[src/rtl/UART_pkg.sv]
// Shared types and defaults for the UART TX/RX scheduler.
package UART_pkg;

    localparam int UART_DATA_W    = 8;
    localparam int DEF_FIFO_DEPTH = 16;
    localparam int DEF_GAP_CYCLES = 2;

    typedef enum logic [2:0] {
        IDLE,
        LOAD,
        SEND,
        WAIT_BUSY,
        WAIT_DONE,
        GAP
    } sched_state_t;

endpackage

[src/rtl/uart_sched_fifo.sv]
// TX byte FIFO for the UART scheduler: registered full/empty, combinational head,
// and a drop strobe when a push is refused because the FIFO is full.
module uart_sched_fifo
    import UART_pkg::*;
#(
    parameter int DEPTH = DEF_FIFO_DEPTH
) (
    input  logic                   clk,
    input  logic                   rst,
    input  logic                   push,
    input  logic [UART_DATA_W-1:0] din,
    input  logic                   pop,
    output logic [UART_DATA_W-1:0] head,
    output logic                   full,
    output logic                   empty,
    output logic                   drop
);

    localparam int AW = $clog2(DEPTH);
    localparam int CW = AW + 1;

    logic [UART_DATA_W-1:0] mem [DEPTH];
    logic [AW-1:0]          wr_ptr;
    logic [AW-1:0]          rd_ptr;
    logic [CW-1:0]          count;
    logic [CW-1:0]          count_next;
    logic                   push_ok;
    logic                   pop_ok;

    // A pop in the same cycle frees the slot a full-FIFO push needs.
    assign pop_ok  = pop && !empty;
    assign push_ok = push && (!full || pop_ok);
    assign drop    = push && !push_ok;
    assign head    = mem[rd_ptr];

    always_comb begin
        count_next = count + CW'(push_ok) - CW'(pop_ok);
    end

    always_ff @(posedge clk) begin
        if (push_ok) begin
            mem[wr_ptr] <= din;
        end
    end

    always_ff @(posedge clk or negedge rst) begin
        if (!rst) begin
            wr_ptr <= '0;
            rd_ptr <= '0;
            count  <= '0;
            full   <= 1'b0;
            empty  <= 1'b1;
        end else begin
            if (push_ok) begin
                wr_ptr <= wr_ptr + 1'b1;
            end
            if (pop_ok) begin
                rd_ptr <= rd_ptr + 1'b1;
            end
            count <= count_next;
            full  <= (count_next == CW'(DEPTH));
            empty <= (count_next == '0);
        end
    end

endmodule

[src/rtl/uart_tx_rx_scheduler.sv]
// CPU-side scheduler for a full-duplex UART: queues TX bytes and holds RX bytes.
// Define UART_SCHED_PARITY_DROP_EN to discard parity-errored RX bytes (rx_perr then sticky).
module uart_tx_rx_scheduler
    import UART_pkg::*;
#(
    parameter int FIFO_DEPTH = DEF_FIFO_DEPTH,
    parameter int GAP_CYCLES = DEF_GAP_CYCLES
) (
    input  logic                   clk,
    input  logic                   rst,
    input  logic                   wr_en,
    input  logic [UART_DATA_W-1:0] wr_data,
    input  logic                   rd_en,
    input  logic                   clr_flags,
    input  logic                   tx_idle,
    input  logic                   rx_done,
    input  logic [UART_DATA_W-1:0] Rx_Data,
    input  logic                   parity_error,
    output logic                   tx_send,
    output logic                   tx_send_en,
    output logic [UART_DATA_W-1:0] Tx_Data,
    output logic                   rx_data_clf,
    output logic [UART_DATA_W-1:0] rx_byte,
    output logic                   rx_ready,
    output logic                   rx_perr,
    output logic                   rx_overrun,
    output logic                   tx_overflow,
    output logic                   tx_full,
    output logic                   tx_empty,
    output logic                   tx_busy
);

    localparam int GW = (GAP_CYCLES > 1) ? $clog2(GAP_CYCLES) : 1;
    localparam logic [GW-1:0] GAP_LAST = GW'((GAP_CYCLES > 0) ? GAP_CYCLES - 1 : 0);

    sched_state_t           state;
    logic [GW-1:0]          gap_cnt;
    logic [UART_DATA_W-1:0] fifo_head;
    logic                   fifo_pop;
    logic                   fifo_drop;
    logic                   rx_take;

    uart_sched_fifo #(
        .DEPTH (FIFO_DEPTH)
    ) u_fifo (
        .clk   (clk),
        .rst   (rst),
        .push  (wr_en),
        .din   (wr_data),
        .pop   (fifo_pop),
        .head  (fifo_head),
        .full  (tx_full),
        .empty (tx_empty),
        .drop  (fifo_drop)
    );

    assign fifo_pop   = (state == LOAD);
    assign tx_send_en = tx_send;
    assign tx_busy    = (state != IDLE) || !tx_empty;

    always_ff @(posedge clk or negedge rst) begin
        if (!rst) begin
            state   <= IDLE;
            gap_cnt <= '0;
            tx_send <= 1'b0;
            Tx_Data <= '0;
        end else begin
            tx_send <= 1'b0;
            case (state)
                IDLE: begin
                    if (!tx_empty && tx_idle) begin
                        state <= LOAD;
                    end
                end
                LOAD: begin
                    Tx_Data <= fifo_head;
                    tx_send <= 1'b1;
                    state   <= SEND;
                end
                SEND: begin
                    state <= WAIT_BUSY;
                end
                WAIT_BUSY: begin
                    if (!tx_idle) begin
                        state <= WAIT_DONE;
                    end
                end
                WAIT_DONE: begin
                    if (tx_idle) begin
                        gap_cnt <= '0;
                        state   <= (GAP_CYCLES == 0) ? IDLE : GAP;
                    end
                end
                GAP: begin
                    if (gap_cnt == GAP_LAST) begin
                        state <= IDLE;
                    end else begin
                        gap_cnt <= gap_cnt + 1'b1;
                    end
                end
                default: begin
                    state <= IDLE;
                end
            endcase
        end
    end

`ifdef UART_SCHED_PARITY_DROP_EN
    assign rx_take = rx_done && !parity_error;
`else
    assign rx_take = rx_done;
`endif

    always_ff @(posedge clk or negedge rst) begin
        if (!rst) begin
            rx_data_clf <= 1'b0;
            rx_byte     <= '0;
            rx_ready    <= 1'b0;
            rx_perr     <= 1'b0;
            rx_overrun  <= 1'b0;
            tx_overflow <= 1'b0;
        end else begin
            rx_data_clf <= rx_done;
            if (rx_take) begin
                rx_byte  <= Rx_Data;
                rx_ready <= 1'b1;
            end else if (rd_en) begin
                rx_ready <= 1'b0;
            end
            // A read in the same cycle means the old byte was consumed, not lost.
            if (rx_take && rx_ready && !rd_en) begin
                rx_overrun <= 1'b1;
            end else if (clr_flags) begin
                rx_overrun <= 1'b0;
            end
            if (fifo_drop) begin
                tx_overflow <= 1'b1;
            end else if (clr_flags) begin
                tx_overflow <= 1'b0;
            end
`ifdef UART_SCHED_PARITY_DROP_EN
            if (rx_done && parity_error) begin
                rx_perr <= 1'b1;
            end else if (clr_flags) begin
                rx_perr <= 1'b0;
            end
`else
            if (rx_take) begin
                rx_perr <= parity_error;
            end
`endif
        end
    end

endmodule
[config.mk]
export PLATFORM = sky130hd
export DESIGN_NAME = uart_tx_rx_scheduler
export DESIGN_NICKNAME = d
export VERILOG_FILES = /design/src/rtl/UART_pkg.sv /design/src/rtl/uart_sched_fifo.sv /design/src/rtl/uart_tx_rx_scheduler.sv
export SDC_FILE = /design/constraint.sdc
export NUM_CORES = 1
export LEC_CHECK = 0
export CAP_MARGIN = 10
export CELL_PAD_IN_SITES_DETAIL_PLACEMENT = 0
export CELL_PAD_IN_SITES_GLOBAL_PLACEMENT = 1
export CORE_MARGIN = 4
export CORE_UTILIZATION = 40
export DETAILED_ROUTE_END_ITERATION = 16
export GPL_ROUTABILITY_DRIVEN = 0
export HOLD_SLACK_MARGIN = 0.02
export PLACE_DENSITY = 0.62
export REMOVE_ABC_BUFFERS = 1
export SLEW_MARGIN = 40
export SYNTH_ARGS = -nofsm -noshare
export SYNTH_HDL_FRONTEND = slang
export SYNTH_SLANG_ARGS = --single-unit
export TNS_END_PERCENT = 30
[constraint.sdc]
create_clock -name clk -period 2.9 [get_ports clk]
set_input_delay 0.435 -clock clk [delete_from_list [all_inputs] [get_ports clk]]
set_output_delay 0.435 -clock clk [all_outputs]
set_load 0.005 [all_outputs]
==> impl_results.md, run 1 <==
* Multiplexer fraction of the synthesized cell area at 14.5%
* Final Setup Violations at 0
* Async SR Flop Fraction at 24.3%
* Seq pwr share at 41.7%
* Unrepaired setup endpoints after global routing: false
* Number of distinct library cells after synthesis at 43
* Net switching power figure at 2.33 mW
* Total number of clock tree sinks at 169
* Slew at the pin closest to its max-slew limit at 838 ps
* Area taken by flip-flops and latches at 4870 µm²
* Number of warning messages in the yosys log at 0
* Switching Share at 29.3%
* Antenna Nets Post-Route at 0
* Maximum Capacitance Violations at 0
* Die extent in x at 138 µm
* Number of vias after detailed routing at 3,395
* Critical Path Source Type: flip-flop
* Gate count of the mapped netlist at 361
* Num rows at 47
* Largest cells by area after synthesis: edfxtp_1 57%, dfrtp_1 15%, mux4_2 10%, mux2i_1 2.5%, ha_1 1.9%
* Layout cell share with drive strength beyond 1 at 22.6%
* Via count of the first global-routing pass at 3,610
* Adder and majority gate portion of the synthesized area at 2.15%
* CP required at 3230 ps
* Share of synthesized cell area in and, or, nand and nor gates at 4.66%
* Time the worst path needs with I/O delays and setup at 2440 ps
* Most common cell after layout, fill and taps aside: edfxtp_1
* Vertical extent of the die at 138 µm
* H-tree depth at 4
* Nature of the critical path endpoint: flip-flop
* Final hold vios at 0
* Filler instances at 1,362
* Synth Area in Compound Gates at 2.71%
* Critical path peak fanout at 6
* Largest family of logic cells by synthesized area: multiplexers
* I/O Buffers at 49
* First-pass iteration count of the detailed router at 4
* Post-synth top area cell: edfxtp_1
* Total CTS buffers at 17
* Relative slew slack at 44.1%
* Max Clk Rate at 410 MHz
* DRC violation total after the first TritonRoute iteration at 137
* Final worst clock skew at 8.62 ps
* Static Leak at 2.91 nW
* Synth Area in XOR/XNOR at 1.41%
* Antenna diode instance count at 0
* Post-synthesis area per instance at 18.7 µm²
* Largest net degree at the start of global routing at 42
* Initial antenna violation count at 0
* Via density per instance at 5.10
* Clock tree from TritonCTS: done
* Overall routed net length at 13.3 mm
* Post-CTS repair timing setup buffer count at 0
* Data arrival time of the critical path at 2770 ps
* Synth-to-Final Area Change at 21.6%
* Power density over cell area at 970 nW/µm²
* Global-route wire length before repair at 20.8 mm
* Fraction of synthesized cell area taken by the top area cell type at 57.0%
* Final core utilization at 49.5%
* Share of total power in combinational logic at 29.2%
* Internal power at 5.63 mW
* DR DRC count at 0
* Path type of the worst setup path: reg2reg
* Clock slew at reported path FFs at 60 ps
* VDD IR max at 0.496 mV
* Count of flip-flops with a built-in enable after synthesis at 128
* Aggregate global-route resource usage at 15.4%
* Estimated wirelength of the detail-placed design at 8.73 mm
* Area of the placeable core at 16,600 µm²
* Post-synthesis instance area at 6750 µm²
* Multi-input combinational cell area at 1720 µm²
* Slew Limit Fails at 0
* Share of the yosys chip area belonging to registers at 72.2%
* HP Class: reg2reg
* Average wire length per cell after detail routing at 20.0 µm
* Clock power frac at 29.1%
* DIE AREA at 19,000 µm²
* Global-route congestion overflow total at 0
* Clk Latency, worst-skew pair at 430 ps
* Initial standard-cell utilization of the core at 40.7%
* Synthesis-stage register bit count at 169
* Most instantiated flip-flop cell in the synthesis netlist: edfxtp_1
* Number of buffers inserted for hold repair after clock tree synthesis at 1
* Final Net Count at 468
* Most frequent cells in the layout: 128 x edfxtp_1, 48 x clkdlybuf4s50_1, 39 x dfrtp_1
* Final TNS setup at 0 ps
* Count of boundary I/O pins at 50
* Number of buffers on the longest clock path at 2
* Root buffer selected by CTS: clkbuf_16
* Resize count post-CTS at 0
* Run status: completed
* Share of the clock period used by the worst path at 84.1%
==> critical path: stages, from the launching register on <==
cell and delay, ps:
dfstp_2 570, nor4b_4 60, buf_4 170, o21a_1 180
ha_1 230, fa_1 400, a21o_1 190, a21oi_1 170
xnor2_1 170, nor3b_1 210
==> worst paths after layout <==
kind | slack, ps | to | from | cells past startpoint
min in group asynchronous | 540 | rx_byte[3] | rst | 2
max reg2reg | 460 | u_fifo.full | u_fifo.empty | 9
min reg2reg | 490 | Tx_Data[4] | Tx_Data[4] | 2
min | 490 | Tx_Data[4] | Tx_Data[4] | 2
max in group asynchronous | 1950 | u_fifo.rd_ptr[0] | rst | 2
max | 460 | u_fifo.full | u_fifo.empty | 9
==> Yosys cell counts (3+ instances only) <==
cell and number:
mux2i_1 17, nand2b_1 3, mux4_2 31, buf_2 9
inv_1 13, o21ai_0 5, nor3_1 3, buf_4 4
dfrtp_1 40, mux2_2 10, o221ai_1 7, xnor2_1 7
nand2_1 20, nor2_1 14, edfxtp_1 128, ha_1 10
a21o_1 3
==> area by class of cell <==
cell class	instances	area share (%)
clock buffers	18	5.23
inverters	13	0.595
well taps	220	3.36
flip-flops and latches	169	59.4
clock inverters	14	2.20
multi-input cells	161	20.9
repair buffers	71	8.30
==> registers in the layout (all words and copies together), names as in the netlist, 3 cells and up <==
| name | cells |
|---|---|
| rx_byte | 8 |
| u_fifo.count | 5 |
| u_fifo.wr_ptr | 4 |
| u_fifo.rd_ptr | 4 |
| u_fifo.mem | 128 |
| Tx_Data | 8 |
| state | 3 |
==> stage by stage <==
stage	hold slack, ps	instance area [µm²]	cells	setup slack, ps	power [mW]
6_report	490	8200	666	461	7.95
5_1_grt	515	8200	666	248	8.43
4_1_cts	493	8200	666	433	8.07
3_5_place_dp	468	7580	633	405	5.72
3_3_place_gp	479	7580	633	475	5.68
2_1_floorplan	139	6640	343	311	4.82
==> per-layer routing <==
layer  global-route usage, %  up-vias  share of wire [%]
li1                        -     1542                  -
met1                    19.9     1748                 43
met2                    24.2       83                 49
met3                    4.86       22                5.4
met4                    6.20        0                2.1
met5                       0        -                  0
==> power by group through the flow <==
| stage | logic, mW | clock network [mW] | registers (mW) |
|---|---|---|---|
| 2_1_floorplan | 1.37 | 0 | 3.45 |
| 3_3_place_gp | 2.34 | 0 | 3.34 |
| 3_5_place_dp | 2.37 | 0 | 3.36 |
| 4_1_cts | 2.38 | 2.38 | 3.32 |
| 5_1_grt | 2.58 | 2.49 | 3.35 |
| 6_report | 2.32 | 2.32 | 3.31 |
==> logic make-up (layout without fill, tap and decap cells) <==
| group | Yosys count | in the layout |
|---|---|---|
| xor+xnor | 10 | 10 |
| fa+ha+maj | 11 | 11 |
| simple gates | 57 | 57 |
| buf+inv | 31 | 116 |
| mux | 58 | 58 |
| compound gates | 25 | 25 |
| flops | 169 | 169 |
Note: power is estimated with default switching activity, not from simulation.
==> run 2: changes to the inputs <==
Settings changed: PLACE_DENSITY 0.62 to 0.65.
Clock period 2.9 ns to 2 ns, I/O delays scaled along.
==> run 2 against run 1 <==
Highest routed layer unchanged. Clock skew barely moved. The run now ends with setup timing left. Via count is 2.3% higher. Count of clock-buffer cells in the layout up 5. Setup slack got worse by 700 ps. Total power up 53%. Combinational power grew 78%. Maximum frequency up 9.0%. Worst hold slack worse by 29 ps.
==> impl_results.md, run 2 (synthesis gave the netlist of run 1 again) <==
* Global-route wire length before repair at 20.8 mm (about the same)
* HP Class: in2async (was reg2reg)
* Static Leak at 3.12 nW (was 2.91 nW)
* Count of boundary I/O pins at 50 (unchanged)
* Clock slew at reported path FFs at 70 ps (was 60 ps)
* Number of non-filler instances in the completed layout at 690 (was 666)
* Delay of the slowest critical-path stage at 440 ps (was 570 ps)
* DIE AREA at 19,000 µm² (unchanged)
* Total CTS buffers at 17 (unchanged)
* Filler instances at 1,338 (was 1,362)
* Via count of the first global-routing pass at 3,679 (was 3,610)
* Relative slew slack at 53.2% (was 44.1%)
* Slew at the pin closest to its max-slew limit at 702 ps (was 838 ps)
* Power density over cell area at 1400 nW/µm² (was 970 nW/µm²)
* Average wire length per cell after detail routing at 18.9 µm (was 20.0 µm)
* Path type of the worst setup path: reg2reg (unchanged)
* Number of buffers on the longest clock path at 2 (unchanged)
* Initial standard-cell utilization of the core at 40.7% (unchanged)
* Largest register by flop count: u_fifo.mem (unchanged)
* Area of the placeable core at 16,600 µm² (unchanged)
* Maximum Capacitance Violations at 0 (unchanged)
* Final setup slack of the worst path at -237 ps (was 461 ps)
* Final Setup Violations at 3 (was 0)
* Num rows at 47 (unchanged)
* Area taken by flip-flops and latches at 4870 µm² (unchanged)
* Max Clk Rate at 447 MHz (was 410 MHz)
* Slew Limit Fails at 0 (unchanged)
* Critical Path Source Type: flip-flop (unchanged)
* Instance count after placement with tap cells included at 652 (was 633)
* First-pass iteration count of the detailed router at 4 (unchanged)
* Launch point of the critical path: state[2] (was u_fifo.empty)
* Final hold vios at 0 (unchanged)
* Share of the clock period used by the worst path at 112% (was 84.1%)
* Final Net Count at 492 (was 468)
* Origin of the critical flop-to-flop path: state[2] (was u_fifo.empty)
* Aggregate global-route resource usage at 15.0% (was 15.4%)
* FF-to-FF path depth at 7 (was 9)
* Die extent in x at 138 µm (unchanged)
* Number of vias after detailed routing at 3,473 (was 3,395)
* Total number of clock tree sinks at 169 (unchanged)
* Data arrival time of the critical path at 2590 ps (was 2770 ps)
* Root buffer selected by CTS: clkbuf_16 (unchanged)
* Layout cell share with drive strength beyond 1 at 33.2% (was 22.6%)
* CP required at 2350 ps (was 3230 ps)
* H-tree depth at 4 (unchanged)
* Most frequent cells in the layout: 128 x edfxtp_1, 47 x clkdlybuf4s50_1, 39 x dfrtp_1 (was 128 x edfxtp_1, 48 x clkdlybuf4s50_1, 39 x dfrtp_1)
* Violated checks: setup timing
* Most common cell after layout, fill and taps aside: edfxtp_1 (unchanged)
* Final worst clock skew at 8.17 ps (was 8.62 ps)
* Global-route congestion overflow total at 0 (unchanged)
* Antenna diode instance count at 0 (unchanged)
* Vertical extent of the die at 138 µm (unchanged)
* Multi-input combinational cell area at 1940 µm² (was 1720 µm²)
* Antenna Nets Post-Route at 0 (unchanged)
* Initial antenna violation count at 0 (unchanged)
* Worst path cell trace: nor4b_4 > ha_1 > inv_2 > ha_4 > fa_2 > or3_4 > nor3b_2 (was nor4b_4 > buf_4 > o21a_1 > ha_1 > fa_1 > a21o_1 > a21oi_1 > xnor2_1 > nor3b_1)
* Run status: finished with violations (was completed)
* Critical path peak fanout at 2 (was 6)
* Estimated wirelength of the detail-placed design at 8.61 mm (was 8.73 mm)
* CP max-delay cell: fa_2 (was dfstp_2)
* Worst R2R End: u_fifo.full (unchanged)
* Setup slack of the worst register-to-register path at -240 ps (was 460 ps)
* VDD IR max at 0.649 mV (was 0.496 mV)
* Overall routed net length at 13.0 mm (was 13.3 mm)
* Synth-to-Final Area Change at 29.2% (was 21.6%)
* I/O Buffers at 49 (unchanged)
* Critical Path Sink: u_fifo.full (unchanged)
* Registers with the most flip-flops: u_fifo.mem x128, Tx_Data x8, rx_byte x8 (unchanged)
* DRC violation total after the first TritonRoute iteration at 143 (was 137)
* Worst slack on hold paths at 462 ps (was 490 ps)
* Flip-flop count of the largest register, all copies and words added at 128 (unchanged)
* Via density per instance at 5.03 (was 5.10)
* Nature of the critical path endpoint: flip-flop (unchanged)
* Time the worst path needs with I/O delays and setup at 2240 ps (was 2440 ps)
* DR DRC count at 0 (unchanged)
* Clk Latency, worst-skew pair at 420 ps (was 430 ps)
* Largest net degree at the start of global routing at 31 (was 42)
* Unrepaired setup endpoints after global routing: true (was false)
* Clock tree from TritonCTS: done (unchanged)
-- run 2: cell count changes in the layout (fill, tap and decap cells not counted), moves of 4 or more --
cell | before | now
buf_4 | 20 | 26
buf_6 | 0 | 12
bufinv_16 | 4 | 0
clkbuf_16 | 17 | 21
nand2_8 | 0 | 4
nor2_1 | 14 | 1
nor2_2 | 0 | 5
nor2_4 | 0 | 8
nor3_4 | 0 | 4
-- run 2: what timing repair did --
action                                 4_1_cts  5_1_grt
setup endpoints to repair                    8      133
resized for setup                           36       31
endpoints found under the hold margin       28        0
hold buffers                                 1        0
setup buffers                                2        3
pin swaps                                    7        5
-- run 2: cell type report --
type	instances	area share, %
Inverter	13	0.560
Tap cell	220	3.16
Clock inverter	9	0.790
Sequential cell	169	55.9
Clock buffer	23	6.35
Timing Repair Buffer	95	11.0
Multi-Input combinational cell	161	22.2
-- run 2: where the power goes --
group          internal (mW)  switching (mW)  leakage (nW)
registers               4.36           0.369          1.65
clock network           1.97            1.35         0.308
logic                   2.13            2.00          1.16
-- run 2: through the flow --
stage | power (mW) | cell area (µm²) | util, % | setup WS [ps] | TNS (ps)
final | 12.2 | 8710 | 52.6 | -237 | -468
after CTS | 12.0 | 8530 | 51.4 | -271 | -2000
after detailed placement | 8.45 | 7750 | 46.7 | -430 | -1050
after global placement | 8.37 | 7750 | 46.7 | -356 | -827
after global routing | 12.9 | 8710 | 52.6 | -350 | -2570
after floorplan | 7.00 | 6640 | - | -589 | -33920
-- run 2: worst max-delay path, delay by kind of cell (launching register included) --
family        cells  cell delay, ps
fa+ha+maj         3             850
flops             1             410
simple gates      3             830
buf+inv           1              70
-- run 2: metal layers --
layer / global-route usage (%) / wire length [µm]
met1: 19.5 / 5600
met2: 24.9 / 6790
met3: 3.96 / 503
met4: 4.88 / 123
met5: 0 / 0
-- run 2: worst min path at each step --
| stage | slack [ps] | to | cells after the start | startpoint |
|---|---|---|---|---|
| 6_report | 460 | u_fifo.count[2] | 2 | rst |
| 5_1_grt | 470 | rx_perr | 2 | parity_error |
| 4_1_cts | 470 | u_fifo.count[2] | 2 | rst |
| 3_5_place_dp | 400 | u_fifo.count[1] | 1 | rst |
| 3_3_place_gp | 380 | u_fifo.count[1] | 1 | rst |
| 2_1_floorplan | 4 | Tx_Data[0] | 0 | rst |
==> run 3: changes to the inputs <==
Settings changed: TNS_END_PERCENT 30 to 1.
==> run 3 against run 2 <==
The run still ends with setup timing left. Via count hardly changed. First-iteration DRC count is 18% lower. Worst hold slack better by 1.7 ps. Sequential power is 0.8% lower. Total power is 2.1% lower. Die area stayed put. Count of clock-buffer cells in the layout stayed put. Critical endpoint unchanged. Highest routed layer unchanged.
==> impl_results.md, run 3 (synthesis gave the netlist of run 1 again) <==
* Net switching power figure at 3.56 mW (was 3.72 mW)
* Via count of the first global-routing pass at 3,648 (was 3,679)
* Run status: finished with violations (unchanged)
* Final Net Count at 488 (was 492)
* Root buffer selected by CTS: clkbuf_16 (unchanged)
* Antenna Nets Post-Route at 0 (unchanged)
* Final setup slack of the worst path at -237 ps (about the same)
* Clock tree from TritonCTS: done (unchanged)
* Via density per instance at 5.07 (was 5.03)
* Switching Share at 29.8% (was 30.5%)
* Share of total power in combinational logic at 32.8% (was 33.9%)
* Seq pwr share at 39.4% (was 38.8%)
* Largest register by flop count: u_fifo.mem (unchanged)
* Global-route wire length before repair at 20.7 mm (was 20.8 mm)
* DR DRC count at 0 (unchanged)
* Maximum Capacitance Violations at 0 (unchanged)
* Most frequent cells in the layout: 128 x edfxtp_1, 47 x clkdlybuf4s50_1, 39 x dfrtp_1 (unchanged)
* Count of boundary I/O pins at 50 (unchanged)
* Final hold vios at 0 (unchanged)
* Antenna diode instance count at 0 (unchanged)
* DRC violation total after the first TritonRoute iteration at 117 (was 143)
* Synth-to-Final Area Change at 25.8% (was 29.2%)
* Final core utilization at 51.2% (was 52.6%)
* Overall routed net length at 13.0 mm (about the same)
* Clock power frac at 27.8% (was 27.2%)
* VDD IR max at 0.652 mV (was 0.649 mV)
* Largest net degree at the start of global routing at 31 (unchanged)
* First-pass iteration count of the detailed router at 5 (was 4)
* Clk Latency, worst-skew pair at 420 ps (about the same)
* Registers with the most flip-flops: u_fifo.mem x128, Tx_Data x8, rx_byte x8 (unchanged)
* Static Leak at 3.07 nW (was 3.12 nW)
* H-tree depth at 4 (unchanged)
* Clock slew at reported path FFs at 70 ps (about the same)
* Estimated wirelength of the detail-placed design at 8.61 mm (unchanged)
* Share of the clock period used by the worst path at 112% (about the same)
* Area of the placeable core at 16,600 µm² (unchanged)
* HP Class: in2async (unchanged)
* Max Clk Rate at 447 MHz (about the same)
* Instance count after placement with tap cells included at 652 (unchanged)
* Violated checks: setup timing (unchanged)
* Flip-flop count of the largest register, all copies and words added at 128 (unchanged)
* Data arrival time of the critical path at 2590 ps (about the same)
* Unrepaired setup endpoints after global routing: true (unchanged)
* Final worst clock skew at 6.71 ps (was 8.17 ps)
* Power density over cell area at 1400 nW/µm² (about the same)
* Time the worst path needs with I/O delays and setup at 2240 ps (about the same)
* Number of buffers on the longest clock path at 2 (unchanged)
* Slew at the pin closest to its max-slew limit at 707 ps (was 702 ps)
* I/O Buffers at 49 (unchanged)
* DIE AREA at 19,000 µm² (unchanged)
* Filler instances at 1,359 (was 1,338)
* Global-route congestion overflow total at 0 (unchanged)
* Final Setup Violations at 6 (was 3)
* Total CTS buffers at 17 (unchanged)
* Number of vias after detailed routing at 3,475 (was 3,473)
* Critical path peak fanout at 2 (unchanged)
* Average wire length per cell after detail routing at 18.9 µm (about the same)
* Nature of the critical path endpoint: flip-flop (unchanged)
* Num rows at 47 (unchanged)
* Internal power at 8.37 mW (was 8.46 mW)
* Die extent in x at 138 µm (unchanged)
* Total number of clock tree sinks at 169 (unchanged)
* Most common cell after layout, fill and taps aside: edfxtp_1 (unchanged)
* Initial antenna violation count at 0 (unchanged)
* Relative slew slack at 52.8% (was 53.2%)
* CP required at 2350 ps (about the same)
* Slew Limit Fails at 0 (unchanged)
* Critical Path Source Type: flip-flop (unchanged)
* Vertical extent of the die at 138 µm (unchanged)
* Aggregate global-route resource usage at 15.0% (about the same)
* Path type of the worst setup path: reg2reg (unchanged)
* Initial standard-cell utilization of the core at 40.7% (unchanged)
* Layout cell share with drive strength beyond 1 at 31.1% (was 33.2%)
* Number of non-filler instances in the completed layout at 686 (was 690)
-- run 3: final cells by class --
| cell class | instances | area (µm²) | share of cell area [%] |
|---|---|---|---|
| clock inverters | 9 | 68.8 | 0.811 |
| repair buffers | 91 | 867 | 10.2 |
| flip-flops and latches | 169 | 4870 | 57.4 |
| inverters | 13 | 48.8 | 0.575 |
| multi-input cells | 161 | 1800 | 21.2 |
| well taps | 220 | 275 | 3.24 |
| clock buffers | 23 | 553 | 6.52 |
-- run 3: worst paths after layout --
kind	start	endpoint	slack (ps)	cells after the start
max	state[2]	u_fifo.full	-240	7
min	rst	u_fifo.count[2]	460	2
max reg2reg	state[2]	u_fifo.full	-240	7
min reg2reg	Tx_Data[1]	Tx_Data[1]	490	2
max in group asynchronous	rst	u_fifo.rd_ptr[0]	880	3
min in group clk	rd_en	rx_ready	480	3
-- run 3: critical path: stages (launching register included) --
cell     delay, ps
dfrtp_1        410
nor4b_4        290
ha_1           280
inv_2           70
ha_4           130
fa_2           440
or3_4          390
nor3b_2        150
-- run 3: metal layers --
| metal | share of wire, % | up-vias | track usage (%) |
|---|---|---|---|
| li1 | - | 1588 | - |
| met1 | 44 | 1815 | 19.5 |
| met2 | 52 | 56 | 24.6 |
| met3 | 3.2 | 16 | 3.96 |
| met4 | 1.0 | 0 | 4.88 |
| met5 | 0 | - | 0 |
-- run 3: what timing repair did --
action                     4_1_cts  5_1_grt
hold endpoints to repair        28        0
setup buffers                    1        0
gates resized for setup         12       13
pin swaps                        7        2
hold buffers                     1        0
setup endpoints to repair        8      133
-- run 3: per-stage QoR --
step / power (mW) / worst slack [ps] / instance area, µm² / hold WS, ps / TNS, ps
5_1_grt: 12.6 / -356 / 8490 / 475 / -5190
2_1_floorplan: 7.00 / -589 / 6640 / 4.41 / -33920
6_report: 11.9 / -237 / 8490 / 463 / -472
3_3_place_gp: 8.37 / -356 / 7750 / 382 / -827
4_1_cts: 11.9 / -277 / 8430 / 468 / -5000
3_5_place_dp: 8.45 / -430 / 7750 / 398 / -1050
-- run 3: power by group through the flow --
stage | combinational (mW) | sequential [mW] | clock [mW]
floorplan | 1.99 | 5.01 | 0
global placement | 3.63 | 4.74 | 0
detailed placement | 3.69 | 4.76 | 0
CTS | 3.84 | 4.70 | 3.39
global route | 4.29 | 4.75 | 3.57
finish | 3.91 | 4.69 | 3.32
==> RTL edit 1 (settings of run 2) <==
Encoding of `sched_state_t`: now one-hot (6 bits for 6 states).
--- a/src/rtl/UART_pkg.sv
+++ b/src/rtl/UART_pkg.sv
@@ -5,13 +5,13 @@
     localparam int DEF_FIFO_DEPTH = 16;
     localparam int DEF_GAP_CYCLES = 2;
 
-    typedef enum logic [2:0] {
-        IDLE,
-        LOAD,
-        SEND,
-        WAIT_BUSY,
-        WAIT_DONE,
-        GAP
+    typedef enum logic [5:0] {
+        IDLE      = 6'b000001,
+        LOAD      = 6'b000010,
+        SEND      = 6'b000100,
+        WAIT_BUSY = 6'b001000,
+        WAIT_DONE = 6'b010000,
+        GAP       = 6'b100000
     } sched_state_t;
 
 endpackage
Behaviour: no difference found for any inputs over 10 cycles, from zero or initial values and one cycle with rst low; not proved beyond that.
==> RTL edit 1 against run 2 <==
- the run still ends with negative setup slack left
- clock power rose by 6%
- synthesized cell count rose by 11%
- setup slack got worse by 630 ps
- area after synthesis up 3.4%
- count of clock-buffer cells in the layout shrank 6
- cell area up 4.2%
- total power up 2.9%
- routed wire length increased by 13%
- sequential cell count is 3 higher
==> RTL edit 1: results (changes against run 2) <==
GRT
  • Grt met3 use: 0.03004 (was 0.03955)
  • Met2 usage: 0.2692 (was 0.2489)
  • Vias in the first global route: 4123 (was 3679)
  • Total GRT Usage: 0.1591 (was 0.1503)
  • Grt met1 use: 0.2095 (was 0.1946)
  • First-pass GRT wire length: 23.66 mm (was 20.77 mm)
  • Pin count of the biggest net entering global routing: 30 (was 31)

Worst setup path
  • Worst r2r src: state[5] (was state[2])
  • Worst path slowest cell: or4_4 (was fa_2)
  • Crit-path max FO: 3 (was 2)
  • CP arrival: 3200 ps (was 2590 ps)
  • Crit-path max cell delay: 570 ps (was 440 ps)
  • Delay-heaviest family, CP: simple AND/OR/NAND/NOR gates (was adder cells)
  • R2R cell count: 11 (was 7)

Detailed routing
  • Met2 Routed Length: 7.668 mm (was 6.785 mm)
  • M1 wire length: 6.416 mm (was 5.599 mm)
  • WL met3: 473 um (was 503 um)
  • Via density: 5.239 (was 5.033)
  • Initial DRC count: 248 (was 143)
  • WL/cell: 19.91 um (was 18.86 um)

Cells and area
  • Clk cell area share: 0.06999 (was 0.07136)
  • Filler cells: 1423 (was 1338)
  • Non-clock buffer share of cell area: 0.1146 (was 0.1100)
  • Non-clk bufs: 103 (was 95)
  • Share of cells above drive strength 1: 0.3391 (was 0.3319)
  • Nonclk inv count: 19 (was 13)
  • Sequential cell area share: 0.5449 (was 0.5591)
  • Seq Cell Count: 172 (was 169)
  • Nets: 538 (was 492)
  • Multi-input combinational area share: 0.2316 (was 0.2224)

Logic synthesis
  • Post-synthesis compound-gate area fraction: 0.03928 (was 0.02708)
  • Adder-cell share of the synthesized area: 0.02080 (was 0.02151)
  • Synth area leaders: edfxtp_1 55%, dfrtp_1 15%, mux4_2 10% (was edfxtp_1 57%, dfrtp_1 15%, mux4_2 10%)
  • Synth cell types: 49 (was 43)
  • Synth Area in XOR/XNOR: 0.01255 (was 0.01409)
  • Most frequent cells after synthesis: 128 x edfxtp_1, 42 x dfrtp_1, 32 x mux4_2, 19 x inv_1, 19 x nor2_1 (was 128 x edfxtp_1, 40 x dfrtp_1, 31 x mux4_2, 20 x nand2_1, 17 x mux2i_1)
  • Yosys warns: 0 (unchanged)
  • Post-synthesis mux area share: 0.1356 (was 0.1454)
  • Register area share after synthesis: 0.7091 (was 0.7220)

Run status
  • Status: complete, but fails checks (unchanged)
  • Failing checks: negative setup slack (unchanged)

Placement
  • Dpl ws: -925.0 ps (was -430.1 ps)
  • Post-DP HPWL: 9.777 mm (was 8.611 mm)

Power
  • VDD IR max: 0.0006859 V (was 0.0006493 V)
  • Switching power: 0.003767 W (was 0.003716 W)
  • Flop+latch power: 0.00481 W (was 0.00473 W)
  • P_leak: 3.267 nW (was 3.117 nW)

STA
  • Rel. slew slack: 0.5709 (was 0.5317)
  • Final setup fails: 136 (was 3)
  • Post-route setup slack: -864.9 ps (was -236.9 ps)
  • Fin Clk Skew: 10.42 ps (was 8.168 ps)
  • Setup TNS Final: -45050 ps (was -467.9 ps)

CTS
  • CTS Root Cell: clkbuf_16 (unchanged)
  • Worst-path clk slew: 70 ps (about the same)
==> RTL edit 1: worst register-to-register path, stage by stage, from the launching register on <==
cell and delay [ps]:
dfrtp_1 380, or4_4 570, buf_4 170, o31ai_4 190
nand2_2 90, inv_1 70, ha_2 180, inv_2 40
fa_2 520, inv_2 40, or3_4 390, nor4_2 140
==> RTL edit 1: what timing repair did <==
item / 4_1_cts / 5_1_grt
pin swaps: 7 / 3
buffers inserted: 2 / 4
hold buffers: 1 / 0
setup endpoints to repair: 136 / 138
gates resized for setup: 48 / 29
hold endpoints to repair: 22 / 0
==> RTL edit 1: through the flow <==
step	hold slack [ps]	total power, W	instances	area [sq um]
finish	433.7	0.01253	741	9081
global placement	366.5	0.008454	703	8090
global route	476.1	0.01320	741	9081
detailed placement	365.5	0.008524	703	8090
floorplan	4.409	0.006963	381	6899
CTS	448.4	0.01231	738	8946
==> RTL edit 2 (config.mk and constraints of run 2) <==
Made on the original files. `DEF_FIFO_DEPTH`: 16 -> 64.
--- a/src/rtl/UART_pkg.sv
+++ b/src/rtl/UART_pkg.sv
@@ -2,7 +2,7 @@
 package UART_pkg;
 
     localparam int UART_DATA_W    = 8;
-    localparam int DEF_FIFO_DEPTH = 16;
+    localparam int DEF_FIFO_DEPTH = 64;
     localparam int DEF_GAP_CYCLES = 2;
 
     typedef enum logic [2:0] {
Function: no difference found for any inputs over 4 cycles, from zero or initial values and one cycle with rst low; that may be too few to reach the edited logic, so the function may still have changed.
==> RTL edit 2 against run 2 <==
- the run still ends with negative setup slack left
- area after synthesis rose to 3.3 times the old value
- critical path depth is 8 higher
- cell count grew to 3.3 times the old value
- clock skew rose by 15 ps
- setup slack got worse by 560 ps
- worst hold slack got worse by 270 ps
- routed wire length rose to 4.2 times the old value
- total power rose to 3.2 times the old value
- count of clock-buffer cells in the layout up 35
- synthesized cell count rose to 3.3 times the old value
- sequential cell count is 390 higher
- cell area grew to 3.3 times the old value
- largest cell class unchanged
- largest power group is now combinational logic
==> RTL edit 2: results (changes against run 2) <==
Placement
  • DP Area: 24960 sq um (was 7750 sq um)

CTS
  • Worst-Skew Late Latency: 600 ps (was 420 ps)
  • H-tree depth: 2 (was 4)
  • CTS buffer count: 55 (was 17)
  • CTS resizes: 129 (was 36)

Worst setup path
  • Crit-path max cell delay: 500 ps (was 440 ps)
  • Crit-path max FO: 3 (was 2)
  • Delay-heaviest family, CP: simple AND/OR/NAND/NOR gates (was adder cells)
  • R2R cell count: 15 (was 7)
  • CP arrival: 3310 ps (was 2590 ps)

Logic synthesis
  • Adder-cell share of the synthesized area: 0.005973 (was 0.02151)
  • Synth Area in XOR/XNOR: 0.005128 (was 0.01409)
  • Synth cell types: 61 (was 43)
  • Share of synthesized registers carrying an async set or reset: 0.08408 (was 0.2426)
  • Register area share after synthesis: 0.7455 (was 0.7220)
  • Most frequent cells after synthesis: 512 x edfxtp_1, 98 x mux4_2, 91 x nor2_1, 64 x mux2i_1, 60 x nand2_1 (was 128 x edfxtp_1, 40 x dfrtp_1, 31 x mux4_2, 20 x nand2_1, 17 x mux2i_1)
  • EDFF count, synth: 512 (was 128)
  • Synth area leaders: edfxtp_1 69%, mux4_2 9.9%, dfrtp_1 5.2% (was edfxtp_1 57%, dfrtp_1 15%, mux4_2 10%)

GRT
  • Initial antenna violation count: 1 (was 0)
  • Total GRT Usage: 0.1769 (was 0.1503)
  • Pin count of the biggest net entering global routing: 65 (was 31)
  • Vias in the first global route: 12210 (was 3679)
  • Grt met3 use: 0.02421 (was 0.03955)
  • Met2 usage: 0.2883 (was 0.2489)

Cells and area
  • Nets: 1502 (was 492)
  • Share of cells above drive strength 1: 0.4044 (was 0.3319)
  • Biggest regs: u_fifo.mem x512, Tx_Data x8, rx_byte x8 (was u_fifo.mem x128, Tx_Data x8, rx_byte x8)

Detailed routing
  • M1 wire length: 23.86 mm (was 5.599 mm)
  • WL met3: 2.552 mm (was 503 um)
  • Via density: 5.328 (was 5.033)
  • Initial DRC count: 1022 (was 143)
  • Met2 Routed Length: 26.46 mm (was 6.785 mm)

STA
  • Post-route setup slack: -794.1 ps (was -236.9 ps)
  • Final setup fails: 531 (was 3)
  • Rel. slew slack: 0.3384 (was 0.5317)

Run status
  • Status: complete, but fails checks (unchanged)
  • Failing checks: negative setup slack (unchanged)

Power
  • VDD IR max: 0.0007163 V (was 0.0006493 V)
## RTL edit 2: power breakdown
group          switching, W  internal (W)
logic               0.00747       0.00713
clock network       0.00435       0.00632
registers          0.000508        0.0135
## RTL edit 2: logic make-up after synthesis
family | Yosys count
buf+inv | 83
compound gates | 117
fa+ha+maj | 10
flops | 559
mux | 185
xor+xnor | 13
simple gates | 210
## RTL edit 2: per-stage QoR
stage                     setup slack, ps  instances  TNS (ps)
final                              -794.1       2259   -180480
after floorplan                     -3953       1116   -496540
after detailed placement            -1078       2113   -248310
after CTS                          -747.1       2231   -130570
after global routing               -955.5       2259   -242750
after global placement              -1044       2113   -233390
## RTL edit 2: area by class of cell
class | instances | area, sq um
inverters | 22 | 85.08
flip-flops and latches | 559 | 16560
well taps | 748 | 935.9
multi-input cells | 535 | 6077
repair buffers | 295 | 3089
clock inverters | 42 | 471.7
clock buffers | 58 | 1388
fillers | 4368 | 26380
